File: config.mk
export PLATFORM = sky130hd
export DESIGN_NAME = axi4_ar_arbiter_flat
export DESIGN_NICKNAME = d
export VERILOG_FILES = /design/src/rtl/axi4_pkg.sv /design/src/rtl/axi4_ar_arbiter_if.sv /design/src/rtl/rr_arbiter.sv /design/src/rtl/axi4_ar_arbiter.sv /design/src/flat_wrapper.sv
export SDC_FILE = /design/constraint.sdc
export NUM_CORES = 1
export LEC_CHECK = 0
export ABC_CLOCK_PERIOD_IN_PS = 3300
export CORE_AREA = 2 2 128 130
export CTS_CLUSTER_SIZE = 14
export DETAILED_ROUTE_END_ITERATION = 10
export DIE_AREA = 0 0 130 132
export PLACE_DENSITY = 0.81
export SYNTH_ARGS = -nofsm -noshare
export SYNTH_HDL_FRONTEND = slang
export SYNTH_HIERARCHICAL = 1
export SYNTH_SLANG_ARGS = --single-unit
File: constraint.sdc
create_clock -name clk -period 3.3 [get_ports clk]
set_input_delay 0.495 -clock clk [delete_from_list [all_inputs] [get_ports clk]]
set_output_delay 0.495 -clock clk [all_outputs]
set_load 0.005 [all_outputs]
File: src/rtl/axi4_pkg.sv
// Shared AXI4 constants and response encodings used by the read-path arbiter.
package axi4_pkg;

  localparam int unsigned LEN_W  = 8;
  localparam int unsigned RESP_W = 2;

  typedef enum logic [RESP_W-1:0] {
    RESP_OKAY   = 2'b00,
    RESP_EXOKAY = 2'b01,
    RESP_SLVERR = 2'b10,
    RESP_DECERR = 2'b11
  } axi_resp_e;

endpackage

File: src/rtl/axi4_ar_arbiter_if.sv
// Bundle of upstream (s_*) and downstream (m_*) AR/R signals around the arbiter.
// The slave modport is the arbiter's view; the master modport is the surrounding fabric.
interface axi4_ar_arbiter_if
  import axi4_pkg::*;
#(
  parameter int unsigned NUM_MASTERS = 4,
  parameter int unsigned ID_W        = 4,
  parameter int unsigned ADDR_W      = 32,
  parameter int unsigned DATA_W      = 32
);

  localparam int unsigned IDX_W = $clog2(NUM_MASTERS);
  localparam int unsigned MID_W = ID_W + IDX_W;

  // upstream AR
  logic [NUM_MASTERS-1:0]        s_arvalid;
  logic [NUM_MASTERS-1:0]        s_arready;
  logic [NUM_MASTERS*ADDR_W-1:0] s_araddr;
  logic [NUM_MASTERS*ID_W-1:0]   s_arid;
  logic [NUM_MASTERS*LEN_W-1:0]  s_arlen;
  // upstream R
  logic [NUM_MASTERS-1:0]        s_rvalid;
  logic [NUM_MASTERS-1:0]        s_rready;
  logic [DATA_W-1:0]             s_rdata;
  logic [ID_W-1:0]               s_rid;
  logic [RESP_W-1:0]             s_rresp;
  logic                          s_rlast;
  // downstream AR
  logic                          m_arvalid;
  logic                          m_arready;
  logic [ADDR_W-1:0]             m_araddr;
  logic [MID_W-1:0]              m_arid;
  logic [LEN_W-1:0]              m_arlen;
  // downstream R
  logic                          m_rvalid;
  logic                          m_rready;
  logic [DATA_W-1:0]             m_rdata;
  logic [MID_W-1:0]              m_rid;
  logic [RESP_W-1:0]             m_rresp;
  logic                          m_rlast;

  modport slave (
    input  s_arvalid, s_araddr, s_arid, s_arlen, s_rready,
           m_arready, m_rvalid, m_rdata, m_rid, m_rresp, m_rlast,
    output s_arready, s_rvalid, s_rdata, s_rid, s_rresp, s_rlast,
           m_arvalid, m_araddr, m_arid, m_arlen, m_rready
  );

  modport master (
    output s_arvalid, s_araddr, s_arid, s_arlen, s_rready,
           m_arready, m_rvalid, m_rdata, m_rid, m_rresp, m_rlast,
    input  s_arready, s_rvalid, s_rdata, s_rid, s_rresp, s_rlast,
           m_arvalid, m_araddr, m_arid, m_arlen, m_rready
  );

endinterface

File: src/rtl/rr_arbiter.sv
// Round-robin selector: lowest requester at or above ptr wins, else lowest overall.
module rr_arbiter #(
  parameter int unsigned N = 4
) (
  input  logic [N-1:0]         req,
  input  logic [$clog2(N)-1:0] ptr,
  output logic [N-1:0]         grant,
  output logic                 valid
);

  logic [N-1:0] mask;
  logic [N-1:0] hi;
  logic [N-1:0] pick;

  // Mask off requesters below ptr, fall back to the full set on wrap, isolate lowest bit
  always_comb begin
    mask  = ~((N'(1) << ptr) - N'(1));
    hi    = req & mask;
    pick  = (|hi) ? hi : req;
    grant = pick & (~pick + N'(1));
    valid = |req;
  end

endmodule

File: src/rtl/axi4_ar_arbiter.sv
// N:1 AXI4 read-address arbiter with ID-prefix R routing and per-master outstanding limit.
module axi4_ar_arbiter
  import axi4_pkg::*;
#(
  parameter int unsigned NUM_MASTERS = 4,
  parameter int unsigned ID_W        = 4,
  parameter int unsigned ADDR_W      = 32,
  parameter int unsigned DATA_W      = 32,
  parameter int unsigned MAX_OUTST   = 4
) (
  input  logic                    clk,
  input  logic                    rst,
  axi4_ar_arbiter_if.slave        bus,
  output logic                    err_badid
);

  localparam int unsigned IDX_W    = $clog2(NUM_MASTERS);
  localparam int unsigned MID_W    = ID_W + IDX_W;
  localparam int unsigned CNT_W    = $clog2(MAX_OUTST + 1);
  localparam int unsigned IDX_SPAN = 1 << IDX_W;

  logic [NUM_MASTERS-1:0] req;
  logic [NUM_MASTERS-1:0] grant;
  logic                   grant_valid;
  logic [IDX_W-1:0]       ptr;
  logic [IDX_W-1:0]       gidx;
  logic                   slot_load;
  logic                   ar_fire;
  logic [ADDR_W-1:0]      sel_addr;
  logic [ID_W-1:0]        sel_id;
  logic [LEN_W-1:0]       sel_len;

  logic [IDX_W-1:0]       ridx;
  logic [IDX_SPAN-1:0]    idx_ok;
  logic                   rbad;
  logic                   r_sel_ready;
  logic                   rlast_fire;

  logic [CNT_W-1:0]       cnt [NUM_MASTERS];
  logic [NUM_MASTERS-1:0] cnt_inc;
  logic [NUM_MASTERS-1:0] cnt_dec;

  // Masters at their outstanding limit drop out of arbitration
  always_comb begin
    req = '0;
    for (int i = 0; i < NUM_MASTERS; i++) begin
      req[i] = bus.s_arvalid[i] && (cnt[i] != CNT_W'(MAX_OUTST));
    end
  end

  rr_arbiter #(.N(NUM_MASTERS)) u_rr (
    .req   (req),
    .ptr   (ptr),
    .grant (grant),
    .valid (grant_valid)
  );

  // Encode the one-hot grant and mux the winner's AR payload
  always_comb begin
    gidx     = '0;
    sel_addr = '0;
    sel_id   = '0;
    sel_len  = '0;
    for (int i = 0; i < NUM_MASTERS; i++) begin
      if (grant[i]) begin
        gidx     = IDX_W'(i);
        sel_addr = bus.s_araddr[i*ADDR_W +: ADDR_W];
        sel_id   = bus.s_arid[i*ID_W +: ID_W];
        sel_len  = bus.s_arlen[i*LEN_W +: LEN_W];
      end
    end
  end

  assign slot_load     = !bus.m_arvalid || bus.m_arready;
  assign ar_fire       = grant_valid && slot_load && !rst;
  assign bus.s_arready = ar_fire ? grant : '0;

  // Single registered AR slot; payload held until the downstream accepts it
  always_ff @(posedge clk or posedge rst) begin
    if (rst) begin
      bus.m_arvalid <= 1'b0;
      bus.m_araddr  <= '0;
      bus.m_arid    <= '0;
      bus.m_arlen   <= '0;
    end else if (slot_load) begin
      bus.m_arvalid <= ar_fire;
      if (ar_fire) begin
        bus.m_araddr <= sel_addr;
        bus.m_arid   <= {gidx, sel_id};
        bus.m_arlen  <= sel_len;
      end
    end
  end

  // Round-robin pointer advances past the winner only on an actual grant
  always_ff @(posedge clk or posedge rst) begin
    if (rst) begin
      ptr <= '0;
    end else if (ar_fire) begin
      ptr <= (gidx == IDX_W'(NUM_MASTERS - 1)) ? '0 : gidx + IDX_W'(1);
    end
  end

  // Index values that name a real master (non-power-of-two counts leave holes)
  always_comb begin
    idx_ok = '0;
    for (int i = 0; i < IDX_SPAN; i++) begin
      idx_ok[i] = ($unsigned(i) < NUM_MASTERS);
    end
  end

  assign ridx = bus.m_rid[MID_W-1:ID_W];
  assign rbad = !idx_ok[ridx];

  // Combinational R steering by ID prefix; unknown prefixes are sunk
  always_comb begin
    bus.s_rvalid = '0;
    r_sel_ready  = 1'b0;
    for (int i = 0; i < NUM_MASTERS; i++) begin
      if (ridx == IDX_W'(i)) begin
        bus.s_rvalid[i] = bus.m_rvalid;
        r_sel_ready     = bus.s_rready[i];
      end
    end
    bus.m_rready = rbad || r_sel_ready;
  end

  assign bus.s_rdata = bus.m_rdata;
  assign bus.s_rid   = bus.m_rid[ID_W-1:0];
  assign bus.s_rresp = bus.m_rresp;
  assign bus.s_rlast = bus.m_rlast;

  assign rlast_fire = bus.m_rvalid && bus.m_rready && bus.m_rlast && !rbad;

  // Counter events; a decrement at zero can only come from stray traffic and is dropped
  always_comb begin
    cnt_inc = '0;
    cnt_dec = '0;
    for (int i = 0; i < NUM_MASTERS; i++) begin
      cnt_inc[i] = ar_fire && grant[i];
      cnt_dec[i] = rlast_fire && (ridx == IDX_W'(i)) && (cnt[i] != '0);
    end
  end

  // Per-master outstanding burst counters
  always_ff @(posedge clk or posedge rst) begin
    if (rst) begin
      for (int i = 0; i < NUM_MASTERS; i++) begin
        cnt[i] <= '0;
      end
    end else begin
      for (int i = 0; i < NUM_MASTERS; i++) begin
        if (cnt_inc[i] && !cnt_dec[i]) begin
          cnt[i] <= cnt[i] + CNT_W'(1);
        end else if (cnt_dec[i] && !cnt_inc[i]) begin
          cnt[i] <= cnt[i] - CNT_W'(1);
        end
      end
    end
  end

  // Sticky flag for R beats carrying a prefix with no master behind it
  always_ff @(posedge clk or posedge rst) begin
    if (rst) begin
      err_badid <= 1'b0;
    end else if (bus.m_rvalid && rbad) begin
      err_badid <= 1'b1;
    end
  end

endmodule

File: src/flat_wrapper.sv
// flat-port wrapper written by rule: the top's interface ports become plain ports
module axi4_ar_arbiter_flat import axi4_pkg::*;
#(
  parameter int unsigned NUM_MASTERS = 4,
  parameter int unsigned ID_W        = 4,
  parameter int unsigned ADDR_W      = 32,
  parameter int unsigned DATA_W      = 32,
  parameter int unsigned MAX_OUTST   = 4
)
  (clk, rst, err_badid, bus_s_arvalid, bus_s_araddr, bus_s_arid, bus_s_arlen, bus_s_rready, bus_m_arready, bus_m_rvalid, bus_m_rdata, bus_m_rid, bus_m_rresp, bus_m_rlast, bus_s_arready, bus_s_rvalid, bus_s_rdata, bus_s_rid, bus_s_rresp, bus_s_rlast, bus_m_arvalid, bus_m_araddr, bus_m_arid, bus_m_arlen, bus_m_rready);
  axi4_ar_arbiter_if #(.NUM_MASTERS(NUM_MASTERS), .ID_W(ID_W), .ADDR_W(ADDR_W), .DATA_W(DATA_W)) bus_i ();
  input  logic clk;
  input  logic rst;
  output logic err_badid;
  input wire logic [$bits(bus_i.s_arvalid)-1:0] bus_s_arvalid;
  input wire logic [$bits(bus_i.s_araddr)-1:0] bus_s_araddr;
  input wire logic [$bits(bus_i.s_arid)-1:0] bus_s_arid;
  input wire logic [$bits(bus_i.s_arlen)-1:0] bus_s_arlen;
  input wire logic [$bits(bus_i.s_rready)-1:0] bus_s_rready;
  input wire logic [$bits(bus_i.m_arready)-1:0] bus_m_arready;
  input wire logic [$bits(bus_i.m_rvalid)-1:0] bus_m_rvalid;
  input wire logic [$bits(bus_i.m_rdata)-1:0] bus_m_rdata;
  input wire logic [$bits(bus_i.m_rid)-1:0] bus_m_rid;
  input wire logic [$bits(bus_i.m_rresp)-1:0] bus_m_rresp;
  input wire logic [$bits(bus_i.m_rlast)-1:0] bus_m_rlast;
  output wire logic [$bits(bus_i.s_arready)-1:0] bus_s_arready;
  output wire logic [$bits(bus_i.s_rvalid)-1:0] bus_s_rvalid;
  output wire logic [$bits(bus_i.s_rdata)-1:0] bus_s_rdata;
  output wire logic [$bits(bus_i.s_rid)-1:0] bus_s_rid;
  output wire logic [$bits(bus_i.s_rresp)-1:0] bus_s_rresp;
  output wire logic [$bits(bus_i.s_rlast)-1:0] bus_s_rlast;
  output wire logic [$bits(bus_i.m_arvalid)-1:0] bus_m_arvalid;
  output wire logic [$bits(bus_i.m_araddr)-1:0] bus_m_araddr;
  output wire logic [$bits(bus_i.m_arid)-1:0] bus_m_arid;
  output wire logic [$bits(bus_i.m_arlen)-1:0] bus_m_arlen;
  output wire logic [$bits(bus_i.m_rready)-1:0] bus_m_rready;
  assign bus_i.s_arvalid = bus_s_arvalid;
  assign bus_i.s_araddr = bus_s_araddr;
  assign bus_i.s_arid = bus_s_arid;
  assign bus_i.s_arlen = bus_s_arlen;
  assign bus_i.s_rready = bus_s_rready;
  assign bus_i.m_arready = bus_m_arready;
  assign bus_i.m_rvalid = bus_m_rvalid;
  assign bus_i.m_rdata = bus_m_rdata;
  assign bus_i.m_rid = bus_m_rid;
  assign bus_i.m_rresp = bus_m_rresp;
  assign bus_i.m_rlast = bus_m_rlast;
  assign bus_s_arready = bus_i.s_arready;
  assign bus_s_rvalid = bus_i.s_rvalid;
  assign bus_s_rdata = bus_i.s_rdata;
  assign bus_s_rid = bus_i.s_rid;
  assign bus_s_rresp = bus_i.s_rresp;
  assign bus_s_rlast = bus_i.s_rlast;
  assign bus_m_arvalid = bus_i.m_arvalid;
  assign bus_m_araddr = bus_i.m_araddr;
  assign bus_m_arid = bus_i.m_arid;
  assign bus_m_arlen = bus_i.m_arlen;
  assign bus_m_rready = bus_i.m_rready;
  axi4_ar_arbiter #(.NUM_MASTERS(NUM_MASTERS), .ID_W(ID_W), .ADDR_W(ADDR_W), .DATA_W(DATA_W), .MAX_OUTST(MAX_OUTST)) u_core (.clk(clk), .rst(rst), .bus(bus_i), .err_badid(err_badid));
endmodule
-- Word-level counts from Yosys, hierarchy flattened
Index checks and enable logic that the tools add are counted.
- flip-flop bits (word level): 62
- latch bits: 0
- memory bits (writable): 0
- ROM bits: 0
- input port bits: 229
- output and inout port bits: 96
- memories: 0
- add/subtract/negate cells: 11
- $mul: 0
- div/mod/pow operators: 0
- $lt $le $gt $ge: 1
- equal/unequal tests: 8
- shift operators: 1
- muxes and demuxes: 36
- bitwise logic cells: 4
- reduce and logical (&&, ||, !) cells: 55
- operators with widths (cell ; number):
    $mux W32 ; 4
    $mux W8 ; 4
    $logic_and A1 B1 Y1 ; 30
    $mux W3 ; 8
    $mux W4 ; 6
    $add A3 B1 Y3 const B ; 4
    $ne A3 B3 Y1 const B ; 4
    $reduce_bool A3 Y1 ; 4
    $sub A3 B1 Y3 const B ; 4
    $logic_not A1 Y1 ; 11
    $mux W1 ; 10
    $and A4 B4 Y4 ; 2
    $not A4 Y4 ; 2
    $reduce_bool A2 Y1 ; 4
    $reduce_or A4 Y1 ; 2
    $eq A2 B2 Y1 const B ; 3
    $mux W2 ; 3
    $add A4 B1 Y4 const B ; 1
    $shl A1 B2 Y4 const A ; 1
    $sub A4 B2 Y4 const B ; 1
    $lt A2 B3 Y1 const B ; 1
    $add A2 B1 Y2 const B ; 1
    $bmux W1 S2 ; 1
    $eq A2 B1 Y1 const B ; 1
    other kinds (3) ; 4

-- Depth between registers and ports, before layout
- depth in word-level cells: 14
- depth in mapped cells: 16
- depth with buffers taken out: 13

-- Hierarchy
Netlist, hierarchy kept.
- modules (own cells, without submodules) (module ; times used ; cells an instance ; area an instance (um^2) ; sequential area each (um^2)):
    axi4_ar_arbiter ; 1 ; 487 ; 4558.1 ; 1526.5
    rr_arbiter ; 1 ; 18 ; 102.6 ; 0.0

-- Worst setup path before layout
OpenSTA, ideal clock, no wires.
- path type: input port to flip-flop
- from: input bus_s_arvalid[2]
- to: register u_core/cnt[5] (netlist name)
- setup time: 0.079 ns
- data arrival time: 2.882 ns
- required time: 3.221 ns
- setup slack: 0.339 ns
- stages on the path: 15
- path buffers: 3
- path through: a21boi_0 -> nor2_1 -> nand2_1 -> nand2b_4 -> or2_1 -> clkbuf_1 -> buf_6 -> buf_6 -> nor2_1 -> ha_1 -> inv_1 -> fa_1 -> xor2_1 -> nor2_1 -> xor2_1
- elaborated cells between the ends (all ways): 16
- classes of those cells: 1 x add/sub; 2 x mux; 3 x bitwise; 10 x reduce/logical
- RTL lines (element ; RTL line ; source):
    start, declared ; flat_wrapper.sv:15 ; input wire logic [$bits(bus_i.s_arvalid)-1:0] bus_s_arvalid;
    $logic_and A1 B1 Y1 * ; axi4_ar_arbiter.sv:47 ; req[i] = bus.s_arvalid[i] && (cnt[i] != CNT_W'(MAX_OUTST));
    $reduce_or A4 Y1 * ; rr_arbiter.sv:21 ; valid = |req;
    via u_core.grant_valid ; axi4_ar_arbiter.sv:24 ; logic grant_valid;
    $logic_and A1 B1 Y1 * (2 in a row) ; axi4_ar_arbiter.sv:75 ; assign ar_fire = grant_valid && slot_load && !rst;
    $logic_and A1 B1 Y1 * ; axi4_ar_arbiter.sv:140 ; cnt_inc[i] = ar_fire && grant[i];
    $logic_not A1 Y1 ; axi4_ar_arbiter.sv:155 ; end else if (cnt_dec[i] && !cnt_inc[i]) begin
    $logic_and A1 B1 Y1 ; axi4_ar_arbiter.sv:155 ;
    $reduce_bool A2 Y1 (no source line) ; n/a ;
    end signal, assigned by index ; axi4_ar_arbiter.sv:154 ; cnt[i] <= cnt[i] + CNT_W'(1);
    end signal, assigned by index ; axi4_ar_arbiter.sv:156 ; cnt[i] <= cnt[i] - CNT_W'(1);
    end, declared ; axi4_ar_arbiter.sv:39 ; logic [CNT_W-1:0] cnt [NUM_MASTERS];
Mark *: on every way through the listed nets, which the timed path passes. The rest lies on a longest branch.
A chain may end at the register's enable or synchronous reset.

-- Worst setup path in the final report
- from: input bus_s_arvalid[1]
- to: output bus_s_arready[2]
- elaborated cells between the ends (all ways): 11
- classes of those cells: 1 x add/sub; 2 x mux; 3 x bitwise; 5 x reduce/logical
- RTL lines (element ; RTL line ; source):
    $logic_and A1 B1 Y1 ; axi4_ar_arbiter.sv:47 ;
    via u_core.req[1] ; axi4_ar_arbiter.sv:22 ; logic [NUM_MASTERS-1:0] req;
    $reduce_or A4 Y1 ; rr_arbiter.sv:21 ;
    via u_core.grant_valid ; axi4_ar_arbiter.sv:24 ;
    $logic_and A1 B1 Y1 (2 in a row) ; axi4_ar_arbiter.sv:75 ;
    $mux W4 ; axi4_ar_arbiter.sv:76 ; assign bus.s_arready = ar_fire ? grant : '0;
    end, declared ; flat_wrapper.sv:26 ; output wire logic [$bits(bus_i.s_arready)-1:0] bus_s_arready;
The timed path passes the listed nets, and every way through them passes these cells.

==> results <==
-- cell usage after synthesis, drive strengths merged --
master / count
inv: 9
o311ai: 3
a21o: 45
a21boi: 4
o311a: 2
or2: 1
and2: 6
mux4: 1
clkbuf: 24
dfrtp: 61
nor2b: 47
o221a: 1
nor3b: 1
ha: 4
o211a: 1
a211oi: 44
nand4: 1
mux2: 4
nand2b: 2
xnor2: 4
a2111oi: 1
and3b: 44
o31ai: 45
conb: 1
and3: 2
a21oi: 5
nand2: 1
or3: 1
xor2: 8
fa: 4
buf: 61
o21ai: 50
nor2: 17
-- worst max-delay path: stages --
cell and delay (ns):
clkdlybuf4s50_1 0.44, a21boi_0 0.28, nor2_1 0.15, nand2_1 0.13, nand2b_4 0.07, or2_2 0.28, nor2_1 0.15, clkdlybuf4s50_1 0.54
-- worst max path at each step --
stage / startpoint / end / slack (ns) / depth (start not counted)
floorplan: bus_s_arvalid[2] / u_core/cnt[5]$_DFFE_PP0P_ / 0.34 / 15
detailed placement: bus_s_arvalid[0] / u_core/bus.m_arlen[4]$_DFFE_PP0P_ / 0.17 / 10
CTS: bus_s_arvalid[2] / bus_s_arready[2] / 0.27 / 8
finish: bus_s_arvalid[1] / bus_s_arready[2] / 0.26 / 8
global route: bus_s_arvalid[2] / bus_s_arready[2] / 0.12 / 8
global placement: bus_s_arvalid[0] / u_core/bus.m_arlen[4]$_DFFE_PP0P_ / 0.22 / 10
-- flip-flops by register name (all words and copies together) (netlist names) --
register              cells
u_core/cnt               12
u_core/bus.m_arid         6
u_core/bus.m_araddr      32
u_core/bus.m_arlen        8
u_core/ptr                2
u_core/bus.m_arvalid      1
-- power breakdown --
part | switching, mW | internal (mW)
clock network | 0.362 | 0.510
logic | 1.22 | 1.47
registers | 0.261 | 1.08
total | 1.85 | 3.06
-- area by class of cell --
type | instances | share of cell area
multi-input combinational | 350 | 0.355
timing repair buffer | 265 | 0.359
clock inverter | 5 | 0.00511
clock buffer | 11 | 0.0317
sequential | 61 | 0.208
tap | 216 | 0.0368
inverter | 9 | 0.00460
-- through the flow --
| step | util | cells | total power, mW | setup WS [ns] | hold slack, ns |
|---|---|---|---|---|---|
| after CTS | 0.467 | 917 | 4.98 | 0.272 | 0.502 |
| after global placement | 0.450 | 901 | 3.99 | 0.216 | 0.484 |
| final | 0.467 | 917 | 4.91 | 0.263 | 0.503 |
| after global routing | 0.467 | 917 | 5.28 | 0.116 | 0.524 |
| after detailed placement | 0.450 | 901 | 4.07 | 0.175 | 0.487 |
| after floorplan | - | 505 | 2.88 | 0.339 | 0.452 |
-- per-layer routing --
metal,wire length [um],share of wire,vias to the layer above,GRT usage
li1,-,-,2193,-
met1,6990,0.43,2197,0.240
met2,7840,0.48,191,0.315
met3,1210,0.074,15,0.0511
met4,197,0.012,0,0.0526
met5,0,0,-,0
-- cell families (layout without fill, tap and decap cells) --
family	Yosys count	count (layout)	share of synthesized area
xor+xnor	12	12	0.0226
mux	5	5	0.0145
simple gates	123	123	0.183
other cells	1	1	0.000805
buf+inv	94	290	0.117
flops	61	61	0.328
compound gates	201	201	0.307
fa+ha+maj	8	8	0.0279
==> impl_metrics.csv <==
group,metric,value,unit
clock_network,htree_levels,3,
global_route,antenna_found_initial,0,
worst_setup_path,reg2reg_from,"u_core/cnt[6]$_DFFE_PP0P_",
worst_setup_path,cp_max_fo,4,
timing,hold_violations,0,
layout,final_nets,933,
synthesis,synth_top_area_share,0.328,
routing,firstDrtPassIters,6,
timing,tightest_slew,0.753,ns
layout,final_layout_size_suffix_gt1_frac,0.0770,
global_route,grt_max_degree,60,
floorplanning,dieArea,17200,um^2
layout,fillers,1493,
clock_network,clkTransAtPathRegs,0.06,ns
global_route,grtUsageTotal,0.189,
synthesis,synth-warning-count,6,
layout,stdcell_area,7340,um^2
layout,layout_commonest_cell,"clkdlybuf4s50_1",
clock_network,numCtsBuffers,9,
timing,setup-tns-final,0,ns
timing,grt_setup_unrepaired,"false",
routing,final_antenna_net_count,0,
synthesis,ys_types,39,
timing,fin_crit,3.04,ns
layout,antenna_cells,0,
synthesis,syn-num-nets,742,
timing,setup_viol,0,
routing,routed_wl,16200,um
synthesis,syn_inst,505,
floorplanning,die_y,132,um
power_and_ir_drop,ir_drop,0.281,mV
clock_network,cts_hold_buffers,0,
timing,maxSlewViolCount,0,
synthesis,yosysSeqAreaShare,0.328,
place,portBuffers,247,
routing,routedWlPerCell,17.7,um
routing,dr_total_vias,4596,
synthesis,yosys.area.top_type,"dfrtp_1",
worst_setup_path,r2r.worst_path.cells,13,
layout,area_delta_synth_final,57.5,%
worst_setup_path,arrival,2.54,ns
global_route,first_global_vias,4685,
layout,multi_input_area,2610,um^2
layout,final_cell_mix,"247 x clkdlybuf4s50_1, 61 x dfrtp_1, 47 x o21ai_0",
worst_setup_path,criticalPathCategory,"input port to output port",
routing,drt_iter0_drc,132,
synthesis,synth.area.top_cells,"dfrtp_1 33%, and3b_1 8.3%, a21o_1 7.2%",
routing,via_per_inst,5.01,
worst_setup_path,required,2.80,ns
worst_setup_path,rrSetupSlack,0.61,ns
global_route,overflow,0,
worst_hold_path,hold_class,"register to register",
place,dpl.hpwl,11800,um
floorplanning,die_w,130,um
worst_hold_path,min_delay_path_depth,1,
timing,max_freq,329,MHz
worst_hold_path,hold-path-endpoint,"u_core/cnt[5]$_DFFE_PP0P_",
synthesis,syn_area_per_cell,9.23,um^2
floorplanning,initial_core_util,0.297,
layout,final-seq-area,1530,um^2
synthesis,syn_area,4660,um^2
clock_network,cts_buffer_depth,2,
worst_hold_path,min_from,"u_core/cnt[5]$_DFFE_PP0P_",
clock_network,root_buffer,"clkbuf_16",
floorplanning,core.rowCount,46,
floorplanning,core_area,15700,um^2
clock_network,numClockSinks,61,
run,maxCapViolCount,0,
place,postPlaceCellArea,7070,um^2
worst_setup_path,worst_setup_path_end_kind,"output port",
clock_network,cts-resized-gates,0,
synthesis,ys_seq_elements,61,
floorplanning,io_pins,325,
power_and_ir_drop,p_leak,3.24,nW
clock_network,cts_tree,"yes",
routing,drc,0,
global_route,grt_pass1_wl,25500,um
timing,finClkSkew,0.00798,ns
clock_network,clk_latency,0.33,ns
place,place_congestion,0.795,
timing,timing.final.crit_share,0.920,
worst_setup_path,start_kind,"input port",
power_and_ir_drop,p_per_area,668,nW/um^2
worst_setup_path,r2r-end,"u_core/cnt[5]$_DFFE_PP0P_",
clock_network,post_cts_buffers,0,
outcome,run_status,"complete, no violations",
timing,max_slew_margin,0.497,
Power figures use the tool's default switching activity.
